--- src/rtl/rst_pkg.sv ---
// Shared types and constants for the reset sequencer slice.
// The sequencer FSM state encoding lives here so the bench and RTL agree on it.
package rst_pkg;

   typedef enum logic [2:0] {ASSERT, RELEASE, RUN, SOFT, SOFT_SEQ} rst_state_e;

   localparam int RST_MIN_SYNC_STAGES = 2;

   function automatic int max_int(input int a, input int b);
      return (a > b) ? a : b;
   endfunction

endpackage

--- src/rtl/rst_sync_n.sv ---
// Asynchronous-set / synchronous-release reset synchroniser chain.
// sync_rst asserts immediately with reset and deasserts SYNC_STAGES clk edges after it falls.
module rst_sync_n
   import rst_pkg::*;
#(
   parameter int SYNC_STAGES = 2
) (
   input  logic clk,
   input  logic reset,
   output logic sync_rst
);

   // Clamp so a mis-set parameter can never produce a chain shorter than two flops.
   localparam int STAGES = max_int(SYNC_STAGES, RST_MIN_SYNC_STAGES);

   logic [STAGES-1:0] chain;

   always_ff @(posedge clk or posedge reset) begin
      if (reset) begin
         chain <= '1;
      end else begin
         chain <= {chain[STAGES-2:0], 1'b0};
      end
   end

   assign sync_rst = chain[STAGES-1];

endmodule

--- src/rtl/rst_seq_ctrl.sv ---
// Reset synchroniser and sequencer: releases rst_out bits in ascending order, GAP_CYCLES apart,
// with a four-phase soft-reset replay. Define RST_SEQ_REVERSE_ASSERT_EN for staggered soft assertion.
module rst_seq_ctrl
   import rst_pkg::*;
#(
   parameter int SYNC_STAGES = 2,
   parameter int N_OUT       = 4,
   parameter int GAP_CYCLES  = 8,
   parameter int HOLD_CYCLES = 4
) (
   input  logic             clk,
   input  logic             reset,
   input  logic             soft_req,
   output logic             soft_ack,
   output logic [N_OUT-1:0] rst_out,
   output logic             all_released
);

   localparam int CNT_W = $clog2(max_int(GAP_CYCLES, HOLD_CYCLES) + 1);
   localparam int IDX_W = $clog2(N_OUT + 1);

   localparam logic [CNT_W-1:0] GAP_LAST  = CNT_W'(GAP_CYCLES - 1);
   localparam logic [CNT_W-1:0] HOLD_LAST = CNT_W'(HOLD_CYCLES - 1);
   localparam logic [IDX_W-1:0] IDX_LAST  = IDX_W'(N_OUT - 1);

   rst_state_e       state;
   logic [CNT_W-1:0] cnt;
   logic [IDX_W-1:0] idx;
   logic             soft_pending;
   logic             sync_rst;

   rst_sync_n #(
      .SYNC_STAGES (SYNC_STAGES)
   ) u_sync (
      .clk      (clk),
      .reset    (reset),
      .sync_rst (sync_rst)
   );

`ifdef RST_SEQ_REVERSE_ASSERT_EN
   localparam logic [N_OUT-1:0] TOP_BIT = N_OUT'(1) << (N_OUT - 1);
`endif

   // soft_pending stays set from soft entry until soft_req is seen low in RUN,
   // which both blocks a second replay and drives soft_ack.
   always_ff @(posedge clk or posedge reset) begin
      if (reset) begin
         state        <= ASSERT;
         cnt          <= '0;
         idx          <= '0;
         rst_out      <= '1;
         all_released <= 1'b0;
         soft_ack     <= 1'b0;
         soft_pending <= 1'b0;
      end else begin
         case (state)
            ASSERT: begin
               if (!sync_rst) begin
                  state <= RELEASE;
                  cnt   <= '0;
                  idx   <= '0;
               end
            end

            RELEASE: begin
               if (cnt == GAP_LAST) begin
                  rst_out <= rst_out & ~(N_OUT'(1) << idx);
                  cnt     <= '0;
                  idx     <= idx + IDX_W'(1);
                  if (idx == IDX_LAST) begin
                     state        <= RUN;
                     all_released <= 1'b1;
                     soft_ack     <= soft_pending;
                  end
               end else begin
                  cnt <= cnt + CNT_W'(1);
               end
            end

            RUN: begin
               if (soft_req && !soft_pending) begin
                  soft_pending <= 1'b1;
                  soft_ack     <= 1'b0;
                  all_released <= 1'b0;
                  cnt          <= '0;
`ifdef RST_SEQ_REVERSE_ASSERT_EN
                  if (N_OUT == 1) begin
                     state   <= SOFT;
                     rst_out <= '1;
                  end else begin
                     state   <= SOFT_SEQ;
                     rst_out <= TOP_BIT;
                     idx     <= IDX_W'(N_OUT - 2);
                  end
`else
                  state   <= SOFT;
                  rst_out <= '1;
`endif
               end else if (!soft_req) begin
                  soft_pending <= 1'b0;
                  soft_ack     <= 1'b0;
               end else begin
                  soft_ack <= soft_pending;
               end
            end

`ifdef RST_SEQ_REVERSE_ASSERT_EN
            // Walk downwards asserting one bit per gap; bit 0 hands over to the hold phase.
            SOFT_SEQ: begin
               if (cnt == GAP_LAST) begin
                  rst_out <= rst_out | (N_OUT'(1) << idx);
                  cnt     <= '0;
                  if (idx == '0) begin
                     state <= SOFT;
                  end else begin
                     idx <= idx - IDX_W'(1);
                  end
               end else begin
                  cnt <= cnt + CNT_W'(1);
               end
            end
`endif

            SOFT: begin
               if (cnt == HOLD_LAST) begin
                  state <= RELEASE;
                  cnt   <= '0;
                  idx   <= '0;
               end else begin
                  cnt <= cnt + CNT_W'(1);
               end
            end

            default: begin
               state        <= ASSERT;
               cnt          <= '0;
               idx          <= '0;
               rst_out      <= '1;
               all_released <= 1'b0;
               soft_ack     <= 1'b0;
            end
         endcase
      end
   end

endmodule

--- config.mk ---
export PLATFORM = sky130hd
export DESIGN_NAME = rst_seq_ctrl
export DESIGN_NICKNAME = d
export VERILOG_FILES = /design/src/rtl/rst_pkg.sv /design/src/rtl/rst_sync_n.sv /design/src/rtl/rst_seq_ctrl.sv
export SDC_FILE = /design/constraint.sdc
export NUM_CORES = 1
export LEC_CHECK = 0
export BUFFER_PORTS_ARGS = -buffer_cell sky130_fd_sc_hd__buf_2
export CAP_MARGIN = 20
export CORE_MARGIN = 2
export CORE_UTILIZATION = 40
export CTS_BUF_LIST = sky130_fd_sc_hd__clkbuf_16
export DETAILED_ROUTE_END_ITERATION = 6
export PLACE_DENSITY = 0.53
export RECOVER_POWER = 50
export SLEW_MARGIN = 20
export SYNTH_ARGS = -nofsm -noshare
export SYNTH_HDL_FRONTEND = slang
export SYNTH_SLANG_ARGS = --single-unit
--- constraint.sdc ---
create_clock -name clk -period 2.25 [get_ports clk]
set_input_delay 0.1125 -clock clk [delete_from_list [all_inputs] [get_ports clk]]
set_output_delay 0.1125 -clock clk [all_outputs]
set_load 0.005 [all_outputs]
==> metrics.txt <==
# TYPE chip_impl_metric gauge
chip_impl_info{name="run_status",value="finished, final reports clean"} 1
chip_impl_metric{name="cts.htree.levels",unit=""} 1
chip_impl_metric{name="grt_usage",unit="%"} 15.0
chip_impl_metric{name="multi_input_area",unit="um2"} 479
chip_impl_metric{name="route.antenna.remaining_nets",unit=""} 0
chip_impl_metric{name="final_nets",unit=""} 126
chip_impl_info{name="yosys-top-cells-area",value="sky130_fd_sc_hd__dfrtp_1, sky130_fd_sc_hd__dfstp_2, sky130_fd_sc_hd__ha_1"} 1
chip_impl_metric{name="critical_path_required",unit="ps"} 2390
chip_impl_metric{name="gp_congestion",unit=""} 0.765
chip_impl_metric{name="fmax",unit="MHz"} 539
chip_impl_info{name="cts_root_buffer",value="sky130_fd_sc_hd__clkbuf_16"} 1
chip_impl_metric{name="grt_pass1_wl",unit="mm"} 3.06
chip_impl_metric{name="place.port_buffers",unit=""} 8
chip_impl_metric{name="synth_cells",unit=""} 98
chip_impl_metric{name="drv.max_cap_violation_count",unit=""} 0
chip_impl_metric{name="powerDensity",unit="nW/um2"} 1350
chip_impl_metric{name="fin_hold_ws",unit="ps"} 145
chip_impl_metric{name="worstPathMaxFanout",unit=""} 10
chip_impl_metric{name="cts_buffers",unit=""} 3
chip_impl_metric{name="postRouteWirelength",unit="mm"} 1.78
chip_impl_metric{name="floorplan.die_area",unit="um2"} 2900
chip_impl_metric{name="cts.sinks",unit=""} 18
chip_impl_metric{name="cts_buffer_depth",unit=""} 2
chip_impl_info{name="clock_tree_from_tritoncts",value="built"} 1
chip_impl_metric{name="grt.overflow.total",unit=""} 0
chip_impl_info{name="critPathLaunchType",value="flop"} 1
chip_impl_metric{name="post_place_cell_area",unit="um2"} 1070
chip_impl_metric{name="viasPerCell",unit=""} 5.01
chip_impl_metric{name="synth_area",unit="um2"} 993
chip_impl_metric{name="max_slew.worst_pin.slew",unit="ps"} 673
chip_impl_metric{name="yosys_warnings",unit=""} 0
chip_impl_metric{name="drt_drc_violations_left",unit=""} 0
chip_impl_metric{name="p_leak",unit="nW"} 0.531
chip_impl_metric{name="rows",unit=""} 18
chip_impl_metric{name="detailroute.via_count",unit=""} 707
chip_impl_info{name="rsz0062_at_grt",value="no"} 1
chip_impl_metric{name="post_synth_top_area_share",unit="%"} 30.2
chip_impl_info{name="critical_path_start_end_classification",value="flop to flop"} 1
chip_impl_metric{name="fp.coreArea",unit="um2"} 2410
chip_impl_metric{name="layout-area-overhead-vs-synth",unit="%"} 16.2
chip_impl_metric{name="final_min_period_over_clock_period",unit="%"} 82.4
chip_impl_metric{name="total_power",unit="mW"} 1.55
chip_impl_metric{name="relSlewSlack",unit="%"} 55.1
chip_impl_metric{name="synth.ff_latch_count",unit=""} 18
chip_impl_metric{name="final.min_clock_period",unit="ps"} 1850
chip_impl_metric{name="post_synth_edffs",unit=""} 0
chip_impl_metric{name="final_hold_viol_count",unit=""} 0
chip_impl_metric{name="ir_worst_vdd",unit="mV"} 0.671
chip_impl_metric{name="die_width",unit="um"} 53.8
chip_impl_metric{name="floorplan.die.height",unit="um"} 53.8
chip_impl_metric{name="final.fill_count",unit=""} 226
chip_impl_metric{name="initial_utilization",unit="%"} 41.2
chip_impl_metric{name="worstSkewPairLatency",unit="ps"} 250
chip_impl_info{name="synthFlopType",value="sky130_fd_sc_hd__dfrtp_1"} 1
chip_impl_metric{name="vias_in_the_first_global_route",unit=""} 674
chip_impl_info{name="worst_setup_path_end_kind",value="flop"} 1
chip_impl_metric{name="utilization_of_the_core_after_routing",unit="%"} 47.9
chip_impl_info{name="synth_area_leader_cell",value="sky130_fd_sc_hd__dfrtp_1"} 1
chip_impl_metric{name="clkTransAtPathRegs",unit="ps"} 50
chip_impl_metric{name="synth.distinct_cells",unit=""} 31
chip_impl_metric{name="synth_area_per_cell",unit="um2"} 10.1
chip_impl_metric{name="final_area",unit="um2"} 1150
chip_impl_metric{name="yosysSeqAreaShare",unit="%"} 46.1
chip_impl_metric{name="drive_gt1_share",unit="%"} 16.2
chip_impl_info{name="worstHoldPathType",value="input pin to flop"} 1
chip_impl_metric{name="violation_count_after_the_first_detailed_routing_iteration",unit=""} 4
chip_impl_metric{name="timing.clock.skew",unit="ps"} 5.40
chip_impl_metric{name="critical_path_arrival",unit="ps"} 1990
chip_impl_metric{name="top_level_ports",unit=""} 9
chip_impl_metric{name="grt_start_max_net_pins",unit=""} 19
chip_impl_metric{name="maxSlewViolCount",unit=""} 0
chip_impl_metric{name="synth.net_count",unit=""} 112
chip_impl_metric{name="area.sequential",unit="um2"} 458
chip_impl_metric{name="post-dp-hpwl",unit="mm"} 1.37
chip_impl_metric{name="synthArstFlopShare",unit="%"} 100
chip_impl_metric{name="finalSetupTns",unit="ps"} 0
chip_impl_metric{name="setup_viol",unit=""} 0
chip_impl_metric{name="routed_wire_length_per_instance",unit="um"} 12.6
chip_impl_metric{name="count_of_antenna_diodes_in_the_layout",unit=""} 0
chip_impl_metric{name="initial_antenna_violation_count",unit=""} 0
chip_impl_metric{name="detail_route.first_pass.iterations",unit=""} 4
-- registers in the layout, indices dropped and copies added (netlist names) --
register	flops
soft_ack	1
cnt	4
rst_out	4
idx	3
soft_pending	1
all_released	1
state	2
u_sync.chain	2
-- final timing paths --
kind                                      start         endpoint  slack [ps]  cells past startpoint
min in group asynchronous                 reset           cnt[3]         500                      3
max in group asynchronous                 reset           cnt[1]        1320                      3
worst max-delay path                   state[1]         state[1]         400                      6
worst min-delay path                   soft_req     soft_pending         150                      3
worst max register to register         state[1]         state[1]         400                      6
worst min register to register  u_sync.chain[0]  u_sync.chain[1]         360                      0
-- critical path, stage by stage, from the launching register on --
cell	delay, ps
sky130_fd_sc_hd__dfrtp_1	400
sky130_fd_sc_hd__inv_1	100
sky130_fd_sc_hd__ha_1	320
sky130_fd_sc_hd__mux2i_2	230
sky130_fd_sc_hd__o21ai_2	110
sky130_fd_sc_hd__a211o_1	280
sky130_fd_sc_hd__mux2_4	300
-- metal layers --
layer	routed length (um)	vias up	track usage (%)	part of all wire, %
met3	61	2	5.28	3.4
met4	14	0	4.70	0.79
li1	-	361	-	-
met5	0	-	0	0
met1	870	334	19.2	49
met2	829	10	23.6	47
-- cell type report --
type,instances,area share [%]
Multi-Input combinational cell,67,41.5
Timing Repair Buffer,10,4.88
Clock inverter,1,0.325
Clock buffer,3,6.50
Sequential cell,18,39.7
Tap cell,30,3.25
Inverter,12,3.90
-- cells in the mapped netlist, types with 2 or more instances --
library cell / number
sky130_fd_sc_hd__o21ai_0: 9
sky130_fd_sc_hd__dfrtp_1: 12
sky130_fd_sc_hd__dfstp_2: 6
sky130_fd_sc_hd__nand3_1: 3
sky130_fd_sc_hd__a21o_1: 4
sky130_fd_sc_hd__nand4_1: 3
sky130_fd_sc_hd__inv_1: 12
sky130_fd_sc_hd__nor2b_1: 2
sky130_fd_sc_hd__nor2_1: 2
sky130_fd_sc_hd__a21oi_1: 3
sky130_fd_sc_hd__ha_1: 11
sky130_fd_sc_hd__nand2_1: 12
-- layout by cell type, fill, tap and decap left out, drive strengths merged --
master	n
mux2i	2
nand2	12
nand3	3
dfrtp	12
o31ai	1
a21o	4
o211ai	1
ha	11
a21oi	3
conb	1
nor2b	2
a32o	1
o22ai	1
nor2	2
nand2b	1
a21boi	2
dfstp	6
nand4	3
a211o	1
inv	13
o21ai	11
buf	8
mux2	1
nand3b	1
o2111ai	1
dlygate4sd3	1
clkbuf	4
xor2	1
and3	1
-- power breakdown --
part	internal, mW	total, mW	switching [mW]
combinational	0.290	0.671	0.381
clock	0.236	0.354	0.118
sequential	0.447	0.529	0.0817
total	0.973	1.55	0.581
-- cells by family (layout without fill, tap and decap cells) --
| kind of cell | count (synthesis) | in the layout | synth area share (%) |
|---|---|---|---|
| XOR/XNOR | 1 | 1 | 0.882 |
| AO/OA/AOI/OAI | 26 | 26 | 17.3 |
| other | 1 | 1 | 0.377 |
| multiplexers | 3 | 3 | 3.90 |
| AND/OR/NAND/NOR | 25 | 25 | 12.0 |
| adder cells (fa/ha/maj) | 11 | 11 | 13.9 |
| buffers and inverters | 13 | 26 | 5.67 |
| flip-flops | 18 | 18 | 46.1 |
-- through the flow --
stage,setup WS [ps],instances
5_1_grt,262,141
3_3_place_gp,476,136
2_1_floorplan,546,98
3_5_place_dp,411,136
4_1_cts,400,141
6_report,396,141
-- what timing repair did --
item,in CTS,in global routing
hold buffers,1,0
buffers inserted,0,0
resized for setup,0,0
endpoints found under the hold margin,12,0
Note: power is estimated with default switching activity, not from simulation.
